==> src/rtl/sm_rd_sched_pkg.sv <==
// Shared definitions for the burst read scheduler: select width, FSM state encodings, default widths.
// The SM_RD_SCHED_WRAP_EN build macro is consumed by sm_burst_cnt.
`ifndef SELECT
`define SELECT 1:0
`endif

package sm_rd_sched_pkg;

  localparam int SM_RD_SCHED_ADDR_W = 10;
  localparam int SM_RD_SCHED_LEN_W  = 8;

  typedef enum logic [1:0] {
    SM_RD_SCHED_IDLE   = 2'd0,
    SM_RD_SCHED_FETCH  = 2'd1,
    SM_RD_SCHED_STREAM = 2'd2
  } sm_rd_sched_state_e;

endpackage

==> src/rtl/sm_burst_cnt.sv <==
// Address register and remaining-beat counter for one read burst.
// SM_RD_SCHED_WRAP_EN defined: bursts wrap past the top of memory; undefined: length is clamped at the top.
module sm_burst_cnt
  import sm_rd_sched_pkg::*;
#(
  parameter int ADDR_W = SM_RD_SCHED_ADDR_W,
  parameter int LEN_W  = SM_RD_SCHED_LEN_W
) (
  input  logic              clk,
  input  logic              rst,
  input  logic              load,
  input  logic [ADDR_W-1:0] start_addr,
  input  logic [LEN_W-1:0]  len,
  input  logic              adv,
  input  logic              dec,
  output logic [ADDR_W-1:0] addr,
  output logic              last,
  output logic              trunc
);

  logic [LEN_W-1:0] cnt;
  logic [LEN_W-1:0] load_cnt;

`ifdef SM_RD_SCHED_WRAP_EN
  assign trunc    = 1'b0;
  assign load_cnt = len;
`else
  // Wide enough that start_addr + len cannot overflow before the compare.
  localparam int SUM_W = ((ADDR_W > LEN_W) ? ADDR_W : LEN_W) + 1;

  logic [SUM_W-1:0] end_addr;
  logic [SUM_W-1:0] room;

  assign end_addr = SUM_W'(start_addr) + SUM_W'(len);
  assign room     = SUM_W'({ADDR_W{1'b1}}) - SUM_W'(start_addr);
  assign trunc    = end_addr > SUM_W'({ADDR_W{1'b1}});
  // room < len whenever trunc is set, so the narrowing cannot lose bits.
  assign load_cnt = trunc ? LEN_W'(room) : len;
`endif

  // NOTE: sequential state uses non-blocking assignments so every register samples pre-edge values.
  always_ff @(posedge clk) begin
    if (!rst) begin
      addr <= '0;
      cnt  <= '0;
    end else if (load) begin
      addr <= start_addr;
      cnt  <= load_cnt;
    end else begin
      if (adv) addr <= addr + 1'b1;
      if (dec && cnt != '0) cnt <= cnt - 1'b1;
    end
  end

  assign last = (cnt == '0);

endmodule

==> src/rtl/sm_rd_sched.sv <==
// Burst read scheduler: drives BRAM port B and the byte-rotating select module, streams beats under valid/ready.
// Build macro SM_RD_SCHED_WRAP_EN selects wrap-around bursts instead of clamping with an err pulse.
module sm_rd_sched
  import sm_rd_sched_pkg::*;
#(
  parameter int ADDR_W = SM_RD_SCHED_ADDR_W,
  parameter int LEN_W  = SM_RD_SCHED_LEN_W
) (
  input  logic              clk,
  input  logic              rst,
  input  logic              req_valid,
  output logic              req_ready,
  input  logic [ADDR_W-1:0] req_addr,
  input  logic [LEN_W-1:0]  req_len,
  input  logic [`SELECT]    req_sel,
  output logic              EN_B,
  output logic [ADDR_W-1:0] ADDR_B,
  output logic              SM_EN,
  output logic [`SELECT]    Sel,
  output logic              out_valid,
  input  logic              out_ready,
  output logic              out_last,
  output logic              err
);

  sm_rd_sched_state_e state;
  logic [`SELECT]     sel_q;
  logic               load;
  logic               adv;
  logic               dec;
  logic               last;
  logic               trunc;

  assign load = (state == SM_RD_SCHED_IDLE) && req_valid && req_ready;
  assign dec  = (state == SM_RD_SCHED_STREAM) && out_ready && !last;
  // The address register always points at the next word to fetch, so it
  // advances on the FETCH cycle and on every non-final handshake.
  assign adv  = (state == SM_RD_SCHED_FETCH) || dec;

  sm_burst_cnt #(
    .ADDR_W (ADDR_W),
    .LEN_W  (LEN_W)
  ) u_cnt (
    .clk        (clk),
    .rst        (rst),
    .load       (load),
    .start_addr (req_addr),
    .len        (req_len),
    .adv        (adv),
    .dec        (dec),
    .addr       (ADDR_B),
    .last       (last),
    .trunc      (trunc)
  );

  assign EN_B     = adv;
  assign out_last = out_valid && last;

  always_ff @(posedge clk) begin
    if (!rst) begin
      state     <= SM_RD_SCHED_IDLE;
      req_ready <= 1'b0;
      SM_EN     <= 1'b0;
      out_valid <= 1'b0;
      Sel       <= '0;
      sel_q     <= '0;
      err       <= 1'b0;
    end else begin
      err <= 1'b0;
      case (state)
        SM_RD_SCHED_IDLE: begin
          req_ready <= 1'b1;
          if (load) begin
            sel_q     <= req_sel;
            err       <= trunc;
            req_ready <= 1'b0;
            state     <= SM_RD_SCHED_FETCH;
          end
        end
        SM_RD_SCHED_FETCH: begin
          SM_EN     <= 1'b1;
          out_valid <= 1'b1;
          Sel       <= sel_q;
          state     <= SM_RD_SCHED_STREAM;
        end
        SM_RD_SCHED_STREAM: begin
          if (out_ready && last) begin
            SM_EN     <= 1'b0;
            out_valid <= 1'b0;
            Sel       <= '0;
            req_ready <= 1'b1;
            state     <= SM_RD_SCHED_IDLE;
          end
        end
        default: state <= SM_RD_SCHED_IDLE;
      endcase
    end
  end

endmodule

==> config.mk <==
export PLATFORM = sky130hd
export DESIGN_NAME = sm_rd_sched
export DESIGN_NICKNAME = d
export VERILOG_FILES = /design/src/rtl/sm_rd_sched_pkg.sv /design/src/rtl/sm_burst_cnt.sv /design/src/rtl/sm_rd_sched.sv
export SDC_FILE = /design/constraint.sdc
export NUM_CORES = 1
export LEC_CHECK = 0
export BUFFER_PORTS_ARGS = -buffer_cell sky130_fd_sc_hd__buf_2
export CORE_ASPECT_RATIO = 0.6
export CORE_MARGIN = 4
export CORE_UTILIZATION = 50
export CTS_CLUSTER_SIZE = 10
export DETAILED_ROUTE_END_ITERATION = 10
export GPL_ROUTABILITY_DRIVEN = 1
export PLACE_DENSITY = 0.84
export SLEW_MARGIN = 0
export SYNTH_ARGS = -nofsm -noshare
export SYNTH_HDL_FRONTEND = slang
export SYNTH_SLANG_ARGS = --single-unit
export TNS_END_PERCENT = 10
==> constraint.sdc <==
create_clock -name clk -period 2.35 [get_ports clk]
set_input_delay 0.235 -clock clk [delete_from_list [all_inputs] [get_ports clk]]
set_output_delay 0.235 -clock clk [all_outputs]
set_load 0.02 [all_outputs]
Yosys cells after proc, flatten, opt, wreduce, memory -nomap -nowiden
Cells that the tools add are included.
{"block": "word_totals", "out_inout_bits": 18, "regBits": 27}
{"block": "classes", "muxes": 14, "n_eq_ne": 4, "n_reduce_logical": 21, "order_cmp": 1, "add_sub_neg": 4}
{"operator": "$mux 8", "count": 3}
{"operator": "$mux 10", "count": 2}
{"operator": "$add 10x8->11", "count": 1}
{"operator": "$gt 11x10->1 const B", "count": 1}
{"operator": "$add 10x1->10 const B", "count": 1}
{"operator": "$logic_not 8->1", "count": 1}
{"operator": "$reduce_and 2->1", "count": 4}
{"operator": "$reduce_bool 2->1", "count": 4}
{"operator": "$reduce_bool 8->1", "count": 1}
{"operator": "$sub 8x1->8 const B", "count": 1}
{"operator": "$sub 8x8->8 const A", "count": 1}
{"operator": "$logic_and 1x1->1", "count": 7}
{"operator": "$pmux 2 s3", "count": 1}
{"operator": "$mux 2", "count": 2}
{"operator": "$pmux 1 s2", "count": 2}
{"operator": "$pmux 2 s2", "count": 1}
{"operator": "$mux 1", "count": 3}
{"operator": "$reduce_and 3->1", "count": 1}
{"operator": "$eq 2x1->1 const B", "count": 1}
{"operator": "$eq 2x2->1 const B", "count": 1}
{"operator": "$logic_not 2->1", "count": 1}
{"operator": "$ne 2x1->1 const B", "count": 1}
{"operator": "$ne 2x2->1 const B", "count": 1}
{"operator": "$logic_not 1->1", "count": 1}
{"operator": "$logic_or 1x1->1", "count": 1}

Logic depth before layout (Yosys ltp)
Gate-level depths: netlist (run 1).
{"block": "logic_depth", "ltp_word": 6, "ltp_mapped": 8}

By module
A second synthesis (run 1) with hierarchy kept.
{"block": "unflattened", "cells_unflattened": 195, "hier_area_um2": 1711.6}
{"mod": "sm_burst_cnt", "n_inst": 1, "area_each_um2": 1337.5, "cells_each": 152}
{"mod": "sm_rd_sched", "n_inst": 1, "area_each_um2": 374.1, "cells_each": 43}

Worst setup path after synthesis (run 1)
No wires, ideal clock.
{"block": "synth_timing", "path_kind": "input to register", "from": "input port req_addr[0]", "to": "register u_cnt.cnt[0]", "required_time_ns": 2.226, "stages": 8, "arrival_time_ns": 1.861, "setup_ns": 0.124, "setup_slack_ns": 0.365, "path_cell_list": "ha_1 > fa_1 > a211oi_1 > o211ai_1 > o2111ai_1 > clkbuf_1 > mux2i_1 > o22ai_1"}
{"block": "synth_between", "elab_chain_cells": 4, "elab_cells_between_ends": 5, "cone_classes": "2 x add/sub; 1 x order compare; 2 x mux"}
{"element": "from (decl)", "line": "sm_rd_sched.sv:13", "rtl": "input logic [ADDR_W-1:0] req_addr,"}
{"element": "$add 10x8->11", "line": "sm_burst_cnt.sv:34", "rtl": "assign end_addr = SUM_W'(start_addr) + SUM_W'(len);"}
{"element": "$gt 11x10->1", "line": "sm_burst_cnt.sv:36", "rtl": "assign trunc = end_addr > SUM_W'({ADDR_W{1'b1}});"}
{"element": "$mux 8 *", "line": "sm_burst_cnt.sv:38", "rtl": "assign load_cnt = trunc ? LEN_W'(room) : len;"}
{"element": "$mux 8 *", "line": "sm_burst_cnt.sv:46", "rtl": "end else if (load) begin"}
{"element": "to (signal assigned)", "line": "sm_burst_cnt.sv:48", "rtl": "cnt <= load_cnt;"}
{"element": "to (signal assigned)", "line": "sm_burst_cnt.sv:51", "rtl": "if (dec && cnt != '0) cnt <= cnt - 1'b1;"}
{"element": "to (decl)", "line": "sm_burst_cnt.sv:21", "rtl": "logic [LEN_W-1:0] cnt;"}
Every way passes the cells marked *; elsewhere a longest branch is shown, timed or not.
A chain may end at the register's enable or synchronous reset.

Final worst setup path (run 1)
{"block": "layout_timing", "from": "register u_cnt.cnt[0]", "to": "output port EN_B"}
{"block": "layout_between", "elab_chain_cells": 4}
{"element": "$logic_not 8->1", "line": "sm_burst_cnt.sv:55", "rtl": "assign last = (cnt == '0);"}
{"element": "$logic_not 1->1", "line": "sm_rd_sched.sv:35", "rtl": "assign dec = (state == SM_RD_SCHED_STREAM) && out_ready && !last;"}
{"element": "$logic_and 1x1->1", "line": "sm_rd_sched.sv:35"}
{"element": "$logic_or 1x1->1", "line": "sm_rd_sched.sv:38", "rtl": "assign adv = (state == SM_RD_SCHED_FETCH) || dec;"}
{"element": "to (decl)", "line": "sm_rd_sched.sv:16", "rtl": "output logic EN_B,"}
No other way between the ends.

==> summary.md, run 1 <==
| Metric | Value |
|---|---|
| Worst EP required | `2120 ps` |
| Max FO, Critical Path | `7` |
| #FFs+latches synth | `27` |
| Port Buf Inserts | `41` |
| Worst skew pair latency | `280 ps` |
| Mux share of post-synthesis cell area | `2.96%` |
| WL/cell | `14.8 um` |
| GRT overflow | `0` |
| Status | `completed` |
| Initial antenna violation count | `0` |
| First-pass GRT wire length | `7330 um` |
| Clk sinks | `27` |
| Hold Vio Cnt, Final | `0` |
| Final core utilization | `62.2%` |
| Htree depth | `1` |
| Post-route ant nets | `0` |
| Vias in the first global route | `1595` |
| Die area | `4410 um^2` |
| Drt total wl | `4320 um` |
| Worst Max-Slew Pin Slew | `572 ps` |
| Final Critical Period | `2200 ps` |
| Startpoint types | `flop` |
| Starting DRT DRC Count | `167` |
| CP max-delay cell | `dfxtp_1` |
| WP buf/inv | `4` |
| DR pass1 iterations | `4` |
| CTS tree | `yes` |
| Critical path class | `flop to output port` |
| Vias | `1689` |
| Worst-path clk slew | `100 ps` |
| Chip width | `83.1 um` |
| PwrDens | `578 nW/um^2` |
| Crit path cell chain | `inv_1, ha_1, nor3b_1, buf_4, a21oi_4, nor2_4, inv_1, buf_2` |
| Final Net Count | `282` |
| CP arrival | `1970 ps` |
| Final period util | `93.7%` |
| Leakage | `0.885 nW` |
| Post-synth top flop | `dfxtp_1` |
| Largest family of logic cells by synthesized area | `compound AO/OA/AOI/OAI gates` |
| Yosys warns | `0` |
| Fraction of final layout cells with drive strength greater than 1 | `26.4%` |
| Mean post-synth cell area | `8.37 um^2` |
| HPWL after DPL | `3350 um` |
| Placement row count | `16` |
| Area Growth Syn to Fin | `19.3%` |
| Initial core utilization | `52.2%` |
| Synth cell types | `51` |
| Post-synthesis sequential area ratio | `32.0%` |
| Crit. End Element | `output port` |
| Max cap viols | `0` |
| Clock Skew | `3.03 ps` |
| Final Slew Violations | `0` |
| I/O pins | `42` |
| Compound-Gate Fraction of Synth Area | `25.3%` |
| Post-Synthesis Cells | `202` |
| Routability cong. | `0.895` |
| Ant. Diodes | `0` |
| Hold crit path type | `primary input to flop` |
| CTS Buf Count | `3` |
| GRT Overall Usage | `20.5%` |
| XOR/XNOR Fraction of Synth Area | `1.04%` |
| Routed vias/inst | `5.80` |
| Number of synthesized flops with an enable pin | `0` |
| DRC viols | `0` |
| Final WS setup | `148 ps` |
| Clock root buffer | `clkbuf_8` |
| Crit path largest cell delay | `380 ps` |
| Max VDD drop | `0.000283 V` |
| Top delay family on crit path | `buffers and inverters` |
| Max_slew headroom | `61.7%` |
| Overall die height | `53.1 um` |
| Final setup viols | `0` |
| Async S/R FF share, synth | `0%` |
| Fmax | `0.454 GHz` |
| Critical Path Most Common Cell | `inv_1` |
| # fillers | `306` |
| Adder-Cell Fraction of Synth Area | `8.58%` |
| Pin count of the biggest net entering global routing | `19` |
| Post-Syn Area | `1690 um^2` |
| Core ar. | `3240 um^2` |
| Pre-CTS setup slack | `133 ps` |
| Longest Clk Path Bufs | `2` |
| Synth Area in Simple Gates | `24.3%` |
| Mapped Nets | `237` |
[final timing paths]
kind,from,to,slack (ps),cells after the start
max reg2reg,u_cnt.cnt[0]$_SDFFE_PN0P_,u_cnt.addr[9]$_SDFFE_PN0P_,170,9
min reg2reg,sel_q[1]$_SDFFE_PN0P_,sel_q[1]$_SDFFE_PN0P_,460,2
max,u_cnt.cnt[0]$_SDFFE_PN0P_,EN_B,150,8
min,req_sel[0],sel_q[0]$_SDFFE_PN0P_,190,3
[sequential cells by signal, summed over array words and instances (netlist names)]
signal,cells
u_cnt.addr,10
u_cnt.cnt,8
Sel,2
sel_q,2
state,2
err,1
out_valid,1
req_ready,1
[synth_stat cells, types with 4 or more instances]
cell      number  area share, %
a211oi_1       5            2.2
a21oi_1       12            3.6
a31oi_1        4            1.5
and3_1         4            1.5
clkbuf_1       6            1.3
dfxtp_1       27             32
ha_1          10            7.4
inv_1         11            2.4
mux2i_1        5            3.0
nand2_1       23            5.1
nand3_1        8            2.4
nand4_1        4            1.5
nor2_1        15            3.3
o211ai_1       5            2.2
o21ai_0       12            3.6
[routing by layer]
metal  vias to the layer above  wire length (um)  GRT usage (%)
met1                       780              2070           27.8
li1                        835                 -              -
met4                         0                29           4.35
met3                         4               425           6.69
met2                        70              1790           31.8
met5                         -                 0              0
[power by group]
group | switching (mW) | leakage, nW | internal [mW] | total (mW)
clock network | 0.154 | 0.0217 | 0.121 | 0.275
registers | 0.0492 | 0.221 | 0.496 | 0.545
logic | 0.201 | 0.643 | 0.146 | 0.347
[repair_timing]
| item | in CTS | in global routing |
|---|---|---|
| setup buffers | 0 | 4 |
| hold buffers | 0 | 0 |
| resized for setup | 0 | 0 |
| setup endpoints to repair | 0 | 1 |
[stage by stage]
stage          power, mW  instances  area, um^2  hold slack [ps]  setup TNS [ps]
6_report            1.17        291        2020              185               0
2_1_floorplan      0.788        202        1690              371               0
3_5_place_dp       0.892        283        1940              451               0
4_1_cts             1.16        287        1990              184               0
5_1_grt             1.24        291        2020              183           -11.6
3_3_place_gp       0.885        283        1940              448               0
[cell type report]
class | count | area [um^2] | area share (%)
inverters | 11 | 41.3 | 2.05
well taps | 45 | 56.3 | 2.79
multi-input cells | 154 | 1060 | 52.4
clock buffers | 3 | 41.3 | 2.05
clock inverters | 1 | 7.51 | 0.372
repair buffers | 50 | 273 | 13.5
flip-flops and latches | 27 | 541 | 26.8
[layout by cell type, fill, tap and decap left out, types with 2 or more instances in the layout]
cell        n
o31ai_1     3
and3_1      4
o221ai_1    3
a211oi_1    5
o21ai_0    12
a31oi_1     4
nand3b_1    2
o2111ai_1   2
or4_1       3
nand3_1     8
a21oi_1    12
o22ai_1     2
nand2_1    23
inv_1      11
o211ai_1    5
buf_4       9
ha_1       10
clkbuf_8    3
dfxtp_1    27
nand4_1     4
nor2_1     15
mux2i_1     5
nand2b_1    2
buf_2      41
o21a_1      2
a211oi_2    2
nor3_1      2
or2_2       2
[logic make-up after synthesis]
family / count (synthesis)
muxes: 5
DFF: 27
xor gates and xnor gates: 2
adders and majority gates: 11
buffers and inverters: 21
and+or+nand+nor: 76
AOI/OAI and AO/OA: 60
[worst reg2reg max path, cell delays in order, from the launching register on]
cell and delay [ps]:
dfxtp_1 380, inv_1 80, ha_1 230, nor3b_1 150, buf_4 150, a21oi_4 220
nor2_4 100, buf_4 150, or4_1 490, a31oi_1 170
Note: power is estimated with default switching activity, not from simulation.
==> run 2, diff against run 1 <==
CORE_MARGIN = default   (was 4)
CORE_UTILIZATION = 30   (was 50)
PLACE_DENSITY = 0.58   (was 0.84)
clock period = 2.3 ns   (was 2.35 ns; I/O delays follow)
==> run 2 against run 1 <==
  * Global-route usage is 3.6 points lower
  * Clock skew is 2.4 ps higher
  * Final cell count is 7.6% higher
  * Non-clock buffer count grew 1
  * First-iteration DRC count fell by 19%
  * Hold slack gained 1.6 ps
  * Clock power about the same
  * Register-to-register slack better by 30 ps
  * Worst setup slack worse by 1.1 ps
  * Via count decreased by 2.0%
  * Largest power group unchanged
==> summary.md, run 2 (synthesis results as in run 1) <==
| Metric | Value |
|---|---|
| Worst Max-Slew Pin Slew | `477 ps` |
| Chip width | `98.9 um` |
| Overall die height | `60.2 um` |
| Longest Clk Path Bufs | `2` |
| I/O pins | `42` |
| Final Net Count | `283` |
| Post-CTS Hold Buffers | `0` |
| Placed Area | `1970 um^2` |
| Vias | `1655` |
| DR pass1 iterations | `4` |
| CTS Buf Count | `3` |
| Post-route ant nets | `0` |
| Critical Path Most Common Cell | `inv_1` |
| Initial antenna violation count | `0` |
| Crit. End Element | `output port` |
| CP max-delay cell | `dfxtp_1` |
| Startpoint types | `flop` |
| Placed cell count | `305` |
| Pin count of the biggest net entering global routing | `22` |
| Ant. Diodes | `0` |
| Design Area, Final | `2050 um^2` |
| Clk sinks | `27` |
| CP arrival | `1920 ps` |
| First-pass GRT wire length | `7650 um` |
| DRC viols | `0` |
| RSZ-0062 raised after global routing | `false` |
| Die area | `5950 um^2` |
| Hold Vio Cnt, Final | `0` |
| Max cap viols | `0` |
| Top delay family on crit path | `buffers and inverters` |
| WL/cell | `15.4 um` |
| Tot Pwr | `1.20 mW` |
| Critical path class | `flop to output port` |
| Hold WS | `187 ps` |
| Final core utilization | `39.2%` |
| Final period util | `93.6%` |
| Final setup viols | `0` |
| Postcts setup bufs | `0` |
| Worst skew pair latency | `270 ps` |
| Biggest regs | `u_cnt.addr x10, u_cnt.cnt x8` |
| Max reg flops | `10` |
| Worst EP required | `2070 ps` |
| Fraction of final layout cells with drive strength greater than 1 | `26.3%` |
| HPWL after DPL | `3730 um` |
| Crit path largest cell delay | `380 ps` |
| Area Growth Syn to Fin | `21.1%` |
| Fmax | `0.464 GHz` |
| Initial core utilization | `32.3%` |
| Routability cong. | `0.822` |
| WP buf/inv | `4` |
| PwrDens | `586 nW/um^2` |
| CTS-repair resized insts | `0` |
| Hold crit path type | `primary input to flop` |
| Core ar. | `5230 um^2` |
| Fin cells | `313` |
| Vias in the first global route | `1390` |
| GRT overflow | `0` |
| Pre-CTS setup slack | `75.8 ps` |
| Max VDD drop | `0.000234 V` |
| Routed vias/inst | `5.29` |
| Worst-path clk slew | `90 ps` |
| Final Critical Period | `2150 ps` |
| Commonest cells after routing, fill and taps aside | `41 x buf_2, 27 x dfxtp_1, 23 x nand2_1, 15 x nor2_1` |
| Port Buf Inserts | `41` |
| CTS tree | `yes` |
| Status | `completed` |
| Final Slew Violations | `0` |
| Clock Skew | `5.40 ps` |
| Placement row count | `20` |
| TNS Setup | `0 ps` |
| # fillers | `554` |
| Reg with most FFs | `u_cnt.addr` |
| GRT Overall Usage | `16.9%` |
| Leakage | `0.894 nW` |
| Commonest non-fill, non-tap cell in the layout | `buf_2` |
| Final WS setup | `147 ps` |
| Max_slew headroom | `67.7%` |
| Crit path cell chain | `inv_1, ha_1, nor3b_1, buf_4, a21oi_4, nor2_4, inv_1, buf_2` |
| Clock root buffer | `clkbuf_8` |
| Starting DRT DRC Count | `135` |
| Max FO, Critical Path | `9` |
| Drt total wl | `4810 um` |
| Htree depth | `1` |
run 2: changes by cell type in the layout (fill, tap and decap cells not counted):
| cell | previous run | this run |
|---|---|---|
| clkinvlp_4 | 1 | 0 |
| clkbuf_1 | 0 | 1 |
| buf_4 | 9 | 10 |
run 2: area by class of cell:
| cell class | instances | area [um^2] | area share, % |
|---|---|---|---|
| clock buffer | 4 | 45.0 | 2.20 |
| sequential | 27 | 541 | 26.4 |
| tap | 66 | 82.6 | 4.03 |
| timing repair buffer | 51 | 280 | 13.7 |
| multi-input combinational | 154 | 1060 | 51.7 |
| inverter | 11 | 41.3 | 2.02 |
run 2: routing by layer:
metal,part of all wire (%),wire (um),track usage [%],vias up
met5,0,0,0,-
met4,0,0,0.640,0
met3,9.6,462,5.38,0
met2,36,1740,22.3,69
li1,-,-,-,839
met1,54,2610,26.8,747
run 2: power breakdown:
part           internal (mW)  switching (mW)
Clock                  0.124           0.149
Sequential             0.506          0.0525
Combinational          0.153           0.215
Total                  0.783           0.416
run 2: path summary, 6_finish.rpt:
kind / cells past startpoint / slack, ps / startpoint / to
setup / recovery: 8 / 150 / u_cnt.cnt[0]$_SDFFE_PN0P_ / EN_B
hold / removal: 3 / 190 / req_sel[1] / sel_q[1]$_SDFFE_PN0P_
setup reg to reg: 9 / 200 / u_cnt.cnt[0]$_SDFFE_PN0P_ / u_cnt.addr[5]$_SDFFE_PN0P_
hold reg to reg: 2 / 460 / sel_q[1]$_SDFFE_PN0P_ / sel_q[1]$_SDFFE_PN0P_
run 2: worst register-to-register path: cells and delay by family (launching register included):
kind | cells | cell delay [ps]
AO/OA/AOI/OAI | 2 | 310
adder cells (fa/ha/maj) | 1 | 180
buffers and inverters | 3 | 390
flip-flops | 1 | 340
AND/OR/NAND/NOR | 3 | 770
==> run 3, diff against run 2 <==
PLACE_DENSITY = 0.59   (was 0.58)
==> run 3 against run 2 <==
  * Critical path depth stayed put
  * Worst setup slack better by 15 ps
  * Flip-flop and latch count is the same
  * Non-clock buffer count rose by 1
  * First-iteration DRC count fell by 17%
  * Routed wire length grew 0.25%
  * Final area is 0.43% higher
  * Critical path type unchanged
==> summary.md, run 3 (synthesis results as in run 1) <==
| Metric | Value |
|---|---|
| Final setup viols | `0` |
| I/O pins | `42` |
| Fmax | `0.468 GHz` |
| Commonest cells after routing, fill and taps aside | `41 x buf_2, 27 x dfxtp_1, 23 x nand2_1, 15 x nor2_1` |
| Met3 WL | `434 um` |
| Design Area, Final | `2060 um^2` |
| Placed Area | `1990 um^2` |
| Clock Skew | `5.29 ps` |
| Comb power frac | `30.2%` |
| Worst skew pair latency | `280 ps` |
| Clk sinks | `27` |
| Final Critical Period | `2140 ps` |
| Vias | `1670` |
| CP arrival | `1910 ps` |
| # fillers | `558` |
| Worst Max-Slew Pin Slew | `485 ps` |
| Max_slew headroom | `67.7%` |
| Area Growth Syn to Fin | `21.6%` |
| Worst-path clk slew | `100 ps` |
| Met1 wire length | `2660 um` |
| Pin count of the biggest net entering global routing | `19` |
| HPWL after DPL | `3820 um` |
| Routed vias/inst | `5.32` |
| Reg with most FFs | `u_cnt.addr` |
| WL/cell | `15.4 um` |
| Ant. Diodes | `0` |
| Post-route ant nets | `0` |
| Htree depth | `1` |
| Starting DRT DRC Count | `112` |
| Fraction of final layout cells with drive strength greater than 1 | `27.0%` |
| Critical path class | `flop to output port` |
| Uppermost routed layer | `met4` |
| Placed cell count | `307` |
| Die area | `5950 um^2` |
| Hold Vio Cnt, Final | `0` |
| RSZ-0062 raised after global routing | `false` |
| Routability cong. | `0.822` |
| Clock root buffer | `clkbuf_8` |
| Routed length on met2 | `1710 um` |
| Commonest non-fill, non-tap cell in the layout | `buf_2` |
| Longest Clk Path Bufs | `2` |
| PwrDens | `584 nW/um^2` |
| CTS Buf Count | `3` |
| Clock power share | `23.4%` |
| Core ar. | `5230 um^2` |
| Internal power | `780 uW` |
| Vias in the first global route | `1455` |
| GRT overflow | `0` |
| DRC viols | `0` |
| Max cap viols | `0` |
| Placement row count | `20` |
| Max FO, Critical Path | `6` |
| Max VDD drop | `0.000255 V` |
| Max reg flops | `10` |
| Hold WS | `180 ps` |
| Flop pwr share | `46.5%` |
| Biggest regs | `u_cnt.addr x10, u_cnt.cnt x8` |
| Startpoint types | `flop` |
| Overall die height | `60.2 um` |
| Status | `completed` |
| Initial antenna violation count | `0` |
| Chip width | `98.9 um` |
| Worst EP required | `2070 ps` |
| DR pass1 iterations | `4` |
| TNS Setup | `0 ps` |
| Initial core utilization | `32.3%` |
| Final period util | `93.0%` |
| Drt total wl | `4820 um` |
| GRT Overall Usage | `17.0%` |
| Crit. End Element | `output port` |
| Post-CTS Hold Buffers | `0` |
| Switching share of power | `35.0%` |
| CTS tree | `yes` |
| Hold crit path type | `primary input to flop` |
| Final Slew Violations | `0` |
| Final Net Count | `284` |
| Psw | `420 uW` |
| First-pass GRT wire length | `7610 um` |
| Leakage | `0.899 nW` |
| Port Buf Inserts | `41` |
| Fin cells | `314` |
==> run 3: cell count changes in the layout (fill, tap and decap cells not counted) <==
cell,change
buf_4,+1
clkbuf_1,-1
clkinv_2,+1
==> run 3: stage by stage <==
step | utilization (%) | setup WS [ps] | power (mW)
after detailed placement | 38.0 | 9.01 | 0.922
after global placement | 38.0 | 139 | 0.922
after CTS | 38.9 | 135 | 1.20
after global routing | 39.3 | 14.8 | 1.28
final | 39.3 | 162 | 1.20
after floorplan | - | 320 | 0.805
==> run 3: layout make-up <==
| class | count | area, um^2 | area share (%) |
|---|---|---|---|
| clock inverters | 1 | 5.00 | 0.243 |
| repair buffers | 52 | 288 | 14.0 |
| inverters | 11 | 41.3 | 2.01 |
| well taps | 66 | 82.6 | 4.01 |
| multi-input cells | 154 | 1060 | 51.5 |
| flip-flops and latches | 27 | 541 | 26.3 |
| clock buffers | 3 | 41.3 | 2.01 |
==> run 3: worst paths after layout <==
kind	start	end	slack (ps)	cells after the start
worst min register to register	sel_q[1]$_SDFFE_PN0P_	Sel[1]$_SDFFE_PN0P_	470	2
worst max register to register	u_cnt.cnt[0]$_SDFFE_PN0P_	u_cnt.addr[9]$_SDFFE_PN0P_	180	9
worst min-delay path	req_sel[1]	sel_q[1]$_SDFFE_PN0P_	180	3
worst max-delay path	u_cnt.cnt[0]$_SDFFE_PN0P_	EN_B	160	8
==> run 3: routing by layer <==
metal	vias to the layer above	GRT usage [%]
met4	0	3.20
met1	755	26.6
li1	850	-
met5	-	0
met2	63	21.8
met3	2	5.26
==> run 3: power by group through the flow <==
| stage | combinational [mW] | clock, mW | sequential, mW |
|---|---|---|---|
| after global routing | 0.401 | 0.314 | 0.566 |
| after global placement | 0.352 | 0 | 0.569 |
| after CTS | 0.355 | 0.289 | 0.558 |
| after floorplan | 0.223 | 0 | 0.582 |
| final | 0.362 | 0.281 | 0.558 |
| after detailed placement | 0.354 | 0 | 0.568 |
==> run 3: critical path, stage by stage, from the launching register on <==
cell,delay (ps)
dfxtp_1,380
inv_1,70
ha_1,220
nor3b_1,140
buf_4,150
a21oi_4,200
nor2_4,80
inv_1,180
buf_2,200
==> run 3: what timing repair did <==
item,CTS,global route
setup buffers,0,3
endpoints found under the setup margin,0,1
gates resized for setup,0,0
